<file path="src/rtl/uart_pkg.sv">
// Shared definitions for the UART receive controller and its byte FIFO.
package uart_pkg;

    // Receive-controller FSM encoding
    typedef enum logic [1:0] {
        ST_IDLE  = 2'd0,
        ST_CLEAR = 2'd1,
        ST_WAIT  = 2'd2
    } rx_state_t;

    // Bit positions inside the CPU status/data word
    localparam int EMPTY_BIT = 15;
    localparam int OVF_BIT   = 14;

    // Default receive FIFO depth in bytes (power of two, 2..8)
    localparam int DEFAULT_DEPTH = 8;

    // Baud divider used by the UartRX block that feeds this controller
    localparam int BAUD_DIV = 217;

endpackage

</file>
<file path="src/rtl/uart_fifo.sv">
// Circular byte FIFO holding received UART bytes until the CPU pops them.
module uart_fifo
    import uart_pkg::*;
#(
    parameter int DEPTH = DEFAULT_DEPTH
) (
    input  logic       clk,
    input  logic       reset_n,
    input  logic       i_push,
    input  logic [7:0] i_data,
    input  logic       i_pop,
    output logic [7:0] o_head,
    output logic [3:0] o_count,
    output logic       o_empty,
    output logic       o_full
);

    localparam int         AW         = (DEPTH > 1) ? $clog2(DEPTH) : 1;
    localparam logic [3:0] FULL_COUNT = 4'(DEPTH);

    logic [7:0]    r_mem [DEPTH];
    logic [AW-1:0] r_wptr;
    logic [AW-1:0] r_rptr;
    logic [3:0]    r_count;

    logic w_empty;
    logic w_full;
    logic w_pop_ok;
    logic w_push_ok;

    // A pop on an empty FIFO is ignored; a push into a full FIFO is only
    // accepted when a real pop frees the slot on the same edge.
    assign w_empty   = (r_count == 4'd0);
    assign w_full    = (r_count == FULL_COUNT);
    assign w_pop_ok  = i_pop && !w_empty;
    assign w_push_ok = i_push && (!w_full || w_pop_ok);

    // Byte storage: written at the tail; contents need no reset because an empty FIFO masks the head
    always_ff @(posedge clk) begin
        if (reset_n && w_push_ok) begin
            r_mem[r_wptr] <= i_data;
        end
    end

    // Pointer and occupancy bookkeeping; pointers wrap silently at DEPTH
    always_ff @(posedge clk) begin
        if (!reset_n) begin
            r_wptr  <= '0;
            r_rptr  <= '0;
            r_count <= 4'd0;
        end else begin
            if (w_push_ok) begin
                r_wptr <= r_wptr + AW'(1);
            end
            if (w_pop_ok) begin
                r_rptr <= r_rptr + AW'(1);
            end
            case ({w_push_ok, w_pop_ok})
                2'b10:   r_count <= r_count + 4'd1;
                2'b01:   r_count <= r_count - 4'd1;
                default: r_count <= r_count;
            endcase
        end
    end

    assign o_head  = r_mem[r_rptr];
    assign o_count = r_count;
    assign o_empty = w_empty;
    assign o_full  = w_full;

endmodule

</file>
<file path="src/rtl/uart_rx_ctrl.sv">
// Receive controller: captures bytes from UartRX, acknowledges them with a
// one-cycle clear strobe, buffers them in a FIFO and presents a status/data
// word to the CPU.
module uart_rx_ctrl
    import uart_pkg::*;
#(
    parameter int DEPTH = DEFAULT_DEPTH
) (
    input  logic        clk,
    input  logic        reset_n,
    input  logic [15:0] rx_word,
    output logic        rx_clear,
    input  logic        rd,
    input  logic        ovf_clr,
    output logic [15:0] out
);

    rx_state_t  r_state;
    rx_state_t  w_next_state;
    logic       r_rx_clear;
    logic       w_next_rx_clear;
    logic       r_ovf;

    logic       w_byte_held;
    logic       w_push;
    logic       w_set_ovf;
    logic [7:0] w_head;
    logic [3:0] w_count;
    logic       w_empty;
    logic       w_full;
    logic       w_unused_bits;

    // UartRX flags "no byte held" in its top bit; the middle bits carry nothing for us
    assign w_byte_held   = ~rx_word[EMPTY_BIT];
    assign w_unused_bits = ^rx_word[14:8];

    uart_fifo #(
        .DEPTH (DEPTH)
    ) u_fifo (
        .clk     (clk),
        .reset_n (reset_n),
        .i_push  (w_push),
        .i_data  (rx_word[7:0]),
        .i_pop   (rd),
        .o_head  (w_head),
        .o_count (w_count),
        .o_empty (w_empty),
        .o_full  (w_full)
    );

    // FSM state and the registered clear strobe back to UartRX
    always_ff @(posedge clk) begin
        if (!reset_n) begin
            r_state    <= ST_IDLE;
            r_rx_clear <= 1'b0;
        end else begin
            r_state    <= w_next_state;
            r_rx_clear <= w_next_rx_clear;
        end
    end

    // Capture only from IDLE, pulse clear once, then wait for UartRX to drop the byte
    always_comb begin
        w_next_state    = r_state;
        w_next_rx_clear = 1'b0;
        w_push          = 1'b0;
        case (r_state)
            ST_IDLE: begin
                if (w_byte_held) begin
                    w_push          = 1'b1;
                    w_next_rx_clear = 1'b1;
                    w_next_state    = ST_CLEAR;
                end
            end
            ST_CLEAR: begin
                w_next_state = ST_WAIT;
            end
            ST_WAIT: begin
                if (!w_byte_held) begin
                    w_next_state = ST_IDLE;
                end
            end
            default: begin
                w_next_state = ST_IDLE;
            end
        endcase
    end

    // A byte is lost only when the FIFO is full and the CPU is not popping
    assign w_set_ovf = w_push && w_full && !rd;

    // Sticky overflow flag; a new overflow beats a simultaneous clear
    always_ff @(posedge clk) begin
        if (!reset_n) begin
            r_ovf <= 1'b0;
        end else if (w_set_ovf) begin
            r_ovf <= 1'b1;
        end else if (ovf_clr) begin
            r_ovf <= 1'b0;
        end
    end

    // CPU word built purely from registered state; the head byte reads zero when empty
    always_comb begin
        out            = 16'h0000;
        out[EMPTY_BIT] = w_empty;
        out[OVF_BIT]   = r_ovf;
        out[11:8]      = w_count;
        out[7:0]       = w_empty ? 8'h00 : w_head;
    end

    assign rx_clear = r_rx_clear;

endmodule

</file>
<file path="config.mk">
export PLATFORM = sky130hd
export DESIGN_NAME = uart_rx_ctrl
export DESIGN_NICKNAME = d
export VERILOG_FILES = /design/src/rtl/uart_pkg.sv /design/src/rtl/uart_fifo.sv /design/src/rtl/uart_rx_ctrl.sv
export SDC_FILE = /design/constraint.sdc
export NUM_CORES = 1
export LEC_CHECK = 0
export ABC_CLOCK_PERIOD_IN_PS = 6520
export BUFFER_PORTS_ARGS = -buffer_cell sky130_fd_sc_hd__buf_2
export CAP_MARGIN = 20
export CORE_MARGIN = 4
export CORE_UTILIZATION = 50
export CTS_CLUSTER_DIAMETER = 50
export DETAILED_ROUTE_END_ITERATION = 12
export PLACE_DENSITY_LB_ADDON = 0.2
export SKIP_CTS_REPAIR_TIMING = 1
export SYNTH_ARGS = -nofsm -noshare
export SYNTH_HDL_FRONTEND = slang
export SYNTH_HIERARCHICAL = 1
export SYNTH_SLANG_ARGS = --single-unit
</file>
<file path="constraint.sdc">
create_clock -name clk -period 6.52 [get_ports clk]
set_input_delay 0.978 -clock clk [delete_from_list [all_inputs] [get_ports clk]]
set_output_delay 0.978 -clock clk [all_outputs]
set_load 0.01 [all_outputs]
</file>
# Yosys cells after proc, flatten, opt, wreduce, memory -nomap -nowiden
# Memory sizes are Yosys's and may differ from the RTL's. A register that Yosys moved wholly into a read port is not among the register bits.
# Cells that the tools add are included.
# op_classes
n_addsub	4
n_eq_ne	7
muxes	13
n_reduce_logical	14
# op_table
cell	count
two-way mux 8 bit	1
one-hot mux 4 bit (2 select lines)	1
adder 3 x 1 -> 3 bit, second input constant	2
two-way mux 1 bit	6
two-way mux 3 bit	2
one-hot mux 2 bit (3 select lines)	1
logical AND 1 bit	5
adder 4 x 1 -> 4 bit, second input constant	1
== test 2 x 1 -> 1 bit, second input constant	2
== test 2 bit, second input constant	2
== test 4 bit, second input constant	1
logical NOT 4 bit	1
two-way mux 2 bit	2
inequality test 2 bit, second input constant	2
nonzero test 2 bit	2
subtractor 4 x 1 -> 4 bit, second input constant	1
logical NOT 1 bit	3
logical NOT 2 bit	1
AND reduction 2 bit	1
logical OR 1 bit	1
# word_totals
regBits	14
ram_bits	64
in_bits	20
output_inout_bits	17
wordCells	45
mem_count	1
# memory_table
memory	words	width	rd	rd_clocked_by_memory_dff	wr	line	source
u_fifo.r_mem	8	8	1	1	1	uart_fifo.sv:21	logic [7:0] r_mem [DEPTH];

# Logic depth before layout (Yosys ltp)
# logic_depth
ltp_word	8
ltp_mapped	10
ltp_nobuf	9

# By module
# The synthesis kept the hierarchy.
# modules_own_cells
mod	n_inst	cells_each	area_per_inst_um2	seq_area_each_um2
uart_fifo	1	177	3210.6	2182.1
uart_rx_ctrl	1	26	232.7	80.1

# Worst setup path after synthesis
# OpenSTA, ideal clock, no wires.
# synth_path
path_type	input port to flip-flop
from	input rx_word[15]
to	register u_fifo.r_count[3], in the netlist u_fifo/o_count[3]
setup_time_ps	115
arrival_time_ps	2701
required_ps	6405
slack_ps	3704
stages	10
n_path_buf	1
path_cell_list	nor3_2 -> buf_2 -> inv_1 -> nand2b_1 -> inv_1 -> ha_1 -> nand3_1 -> a211o_1 -> a32o_1 -> o21a_1
# synth_between
elab_chain_cells	5
word_cells_on_any_way	7
cone_classes	eq/ne (2); mux (3); reduce/logical (2)
# synth_rtl
item	line	source
start, declared	uart_rx_ctrl.sv:11	input logic [15:0] rx_word,
two-way mux 1 bit (*)	uart_rx_ctrl.sv:69	if (w_byte_held) begin
two-way mux 1 bit (*)	--	
logical AND 1 bit (*)	uart_fifo.sv:36	assign w_push_ok = i_push && (!w_full || w_pop_ok);
== test 2 x 1 -> 1 bit / == test 2 bit (equally long branches)	uart_fifo.sv:58	case ({w_push_ok, w_pop_ok})
one-hot mux 4 bit (2 select lines) / nonzero test 2 bit (equally long branches)	--	
end signal, assigned	uart_fifo.sv:59	2'b10: r_count <= r_count + 4'd1;
end signal, assigned	uart_fifo.sv:60	2'b01: r_count <= r_count - 4'd1;
end signal, assigned	uart_fifo.sv:61	default: r_count <= r_count;
end, declared	uart_fifo.sv:24	logic [3:0] r_count;
# Mark *: on every way between the ends. The rest lies on a longest branch, timed or not.
# A chain may end at the register's enable or synchronous reset.

==> impl_metrics.py <==
metrics = {
    "sta": {
        "fmax_mhz": 282.3,
        "timing.slew.headroom_pct": 33.75,
        "period_share_pct": 54.33,
        "tns_ps": 0,
        "worst_pin_slew_ps": 990.1,
        "rsz0062_at_grt": "no",
        "setup_slack_ps": 2978,
        "hold_viol_final": 0,
        "setup_viol": 0,
        "finalCriticalPeriod_ps": 3542,
        "drv_slew": 0,
        "fin_skew_ps": 6.569,
    },
    "finish": {
        "drive_above_1_share_pct": 27.73,
        "fin_cells": 315,
        "areaGrowthSynthToFinish_pct": 10.94,
        "final_area_um2": 3820,
        "antennaDiodeCount": 0,
        "finalNetCount": 259,
    },
    "synth": {
        "ys_top_cells_by_area": "edfxtp_1 56%, dfxtp_1 9.9%, mux4_1 8.4%, mux4_2 3.3%, mux2_2 2.6%",
        "netlist.area_leader.share_pct": 55.81,
        "syn_area_um2": 3443,
        "synth-simple-area-share_pct": 7.522,
        "synth_compound_area_share_pct": 4.578,
        "ys_ff_latch": 81,
        "yosysMostFrequentCell": "edfxtp_1",
        "synth_cell_type_count": 45,
        "ys.flop_type": "edfxtp_1",
        "async_reset_ff_share_pct": 0,
        "synth_top_family_by_area": "multiplexers",
        "yosys-mux-area-fraction_pct": 14.86,
        "ys_seq_area_share_pct": 65.70,
        "synth_edf_count": 64,
        "yosys-top-cells-count": "64 x edfxtp_1, 17 x dfxtp_1, 13 x nor2_1, 11 x mux4_1",
        "netlist_instances": 203,
        "yosysTopAreaCell": "edfxtp_1",
        "synthAdderAreaFrac_pct": 2.035,
        "synth-xor-area-share_pct": 1.781,
        "postSynthAreaPerCell_um2": 16.96,
        "yosysWarnings": 6,
    },
    "placed_design": {
        "dp_slack_ps": 3107,
        "portBuffers": 27,
        "gp_congestion": 0.7360,
        "place_area_um2": 3636,
        "dp_hpwl_um": 3758,
        "post-place-cells": 300,
    },
    "worst_setup_path": {
        "arrival_ps": 2560,
        "crit_path_max_fanout": 16,
        "rrSetupSlack_ps": 3790,
        "r2r_end": "u_fifo/o_count[3]",
        "cp-start-kind": "flip-flop",
        "crit_type": "flip-flop to output port",
        "endpoint_kind": "output port",
        "ff2ff_path_depth": 9,
        "r2r-start": "u_fifo/o_count[1]",
        "worstPathRequired_ps": 5540,
    },
    "clock_tree": {
        "clock_sinks": 81,
        "htreeDepth": 3,
        "cts-root-buf": "clkbuf_8",
        "cts_tree": "yes",
        "clkLatencyLatePin_ps": 340,
        "clk_pin_slew_ps": 80,
        "cts_max_path_buffers": 2,
        "cts_buffers": 9,
    },
    "run_status": {
        "status": "completed",
    },
    "power_and_ir_drop": {
        "internal_power_uw": 913.5,
        "power_frac_clock_pct": 26.2,
        "powerDensity_nw_per_um2": 339.1,
        "combPwrFrac_pct": 24.7,
        "power_leakage_uw": 0.001344,
        "switchingPower_uw": 381.7,
        "p_sw_share_pct": 29.47,
        "power_frac_seq_pct": 49.1,
        "ir_drop_uv": 198.3,
    },
    "detailed_routing": {
        "wire_per_inst_um": 18.45,
        "drc_errors": 0,
        "detail-route-antenna-nets": 0,
        "vias_per_cell": 5.613,
        "via_count": 1768,
        "detail_route.iter0.violations": 95,
        "drtPass1Iterations": 4,
        "finalWirelength_um": 5812,
    },
    "hold_path": {
        "min_delay_worst_endpoint": "r_ovf",
        "hold_start": "r_ovf",
        "holdCritPathClass": "flip-flop to flip-flop",
        "holdPathStages": 1,
    },
    "floorplanning": {
        "initial_core_util_pct": 52.72,
        "ios": 37,
        "dieArea_um2": 8278,
        "die_y_um": 90.99,
        "fp-row-count": 29,
        "core-area_um2": 6531,
        "fp.dieW_um": 90.99,
    },
    "global_routing": {
        "grt_pass1_vias": 1779,
        "antenna_found_initial": 0,
        "grt_usage_pct": 15.28,
        "grt_overflow": 0,
        "grt_max_degree": 17,
        "grt_pass1_wl_um": 9480,
    },
    "job": {
        "drv_cap": 0,
    },
}
==> how the worst max path moves through the flow <==
stage | to | cells after the start | slack (ps)
after floorplan | u_fifo/o_count[3] | 10 | 3700
after global placement | u_fifo/r_mem[5][2] | 5 | 3130
after global routing | out[1] | 4 | 2780
after detailed placement | u_fifo/o_count[3] | 10 | 3110
final | out[1] | 4 | 2980
after CTS | out[1] | 4 | 2870
==> cells by family after synthesis <==
| family | after synthesis |
|---|---|
| xor gates and xnor gates | 7 |
| buffers and inverters | 18 |
| muxes | 26 |
| adders and majority gates | 5 |
| and+or+nand+nor | 47 |
| other | 1 |
| AOI/OAI and AO/OA | 18 |
| DFF | 81 |
==> worst max-delay path: stages (launching register included) <==
cell     delay, ps
dfxtp_1        970
mux4_1         660
mux2_2         270
nor2b_1        140
buf_2          180
==> state kept, by name, indices dropped and copies added (netlist names), named ones only <==
signal,flops
r_ovf,1
r_state,2
rx_clear,1
u_fifo/o_count,4
u_fifo/r_mem,64
u_fifo/r_rptr,3
u_fifo/r_wptr,3
==> power by group through the flow <==
stage / sequential (uW) / clock [uW] / combinational, uW
2_1_floorplan: 620 / 0 / 276
3_3_place_gp: 649 / 0 / 318
4_1_cts: 639 / 350 / 329
5_1_grt: 645 / 373 / 355
6_report: 637 / 339 / 319
3_5_place_dp: 651 / 0 / 328
==> metrics by stage <==
stage	utilization [%]	power (uW)	hold slack (ps)
after global routing	58.49	1372	528.8
after CTS	58.49	1317	503.9
after detailed placement	55.67	978.2	486.0
final	58.49	1295	497.8
after floorplan	-	895.6	470.1
after global placement	55.67	967.1	471.2
==> per-layer routing <==
layer,GRT usage [%],routed length [um],vias to the layer above
li1,-,-,848
met1,20.81,2548,869
met2,24.10,2881,42
met3,2.893,291,9
met4,6.784,91,0
met5,0,0,-
==> final cells by class <==
| type | count | area [um2] |
|---|---|---|
| clock buffers | 9 | 123.9 |
| clock inverters | 6 | 60.06 |
| fillers | 499 | 2711 |
| inverters | 6 | 22.52 |
| multi-input cells | 105 | 1090 |
| flip-flops and latches | 81 | 2262 |
| well taps | 77 | 96.34 |
| repair buffers | 31 | 165.2 |
==> cells in the final DEF (no fill, tap or decap), drive strengths merged, types with 3 or more instances in the layout <==
| cell | synthesis | layout |
|---|---|---|
| edfxtp | 64 | 64 |
| buf | 11 | 31 |
| dfxtp | 17 | 17 |
| mux4 | 16 | 16 |
| nor2 | 13 | 13 |
| clkbuf | 1 | 9 |
| nor2b | 8 | 8 |
| mux2 | 8 | 8 |
| nor3 | 6 | 6 |
| clkinv | 1 | 6 |
| inv | 5 | 5 |
| xor2 | 4 | 4 |
| ha | 4 | 4 |
| and2 | 3 | 3 |
| o211ai | 3 | 3 |
| nand3 | 3 | 3 |
| nand2 | 3 | 3 |
| xnor2 | 3 | 3 |
| a21oi | 3 | 3 |
| o21ai | 3 | 3 |
(Power assumes the default switching activity.)
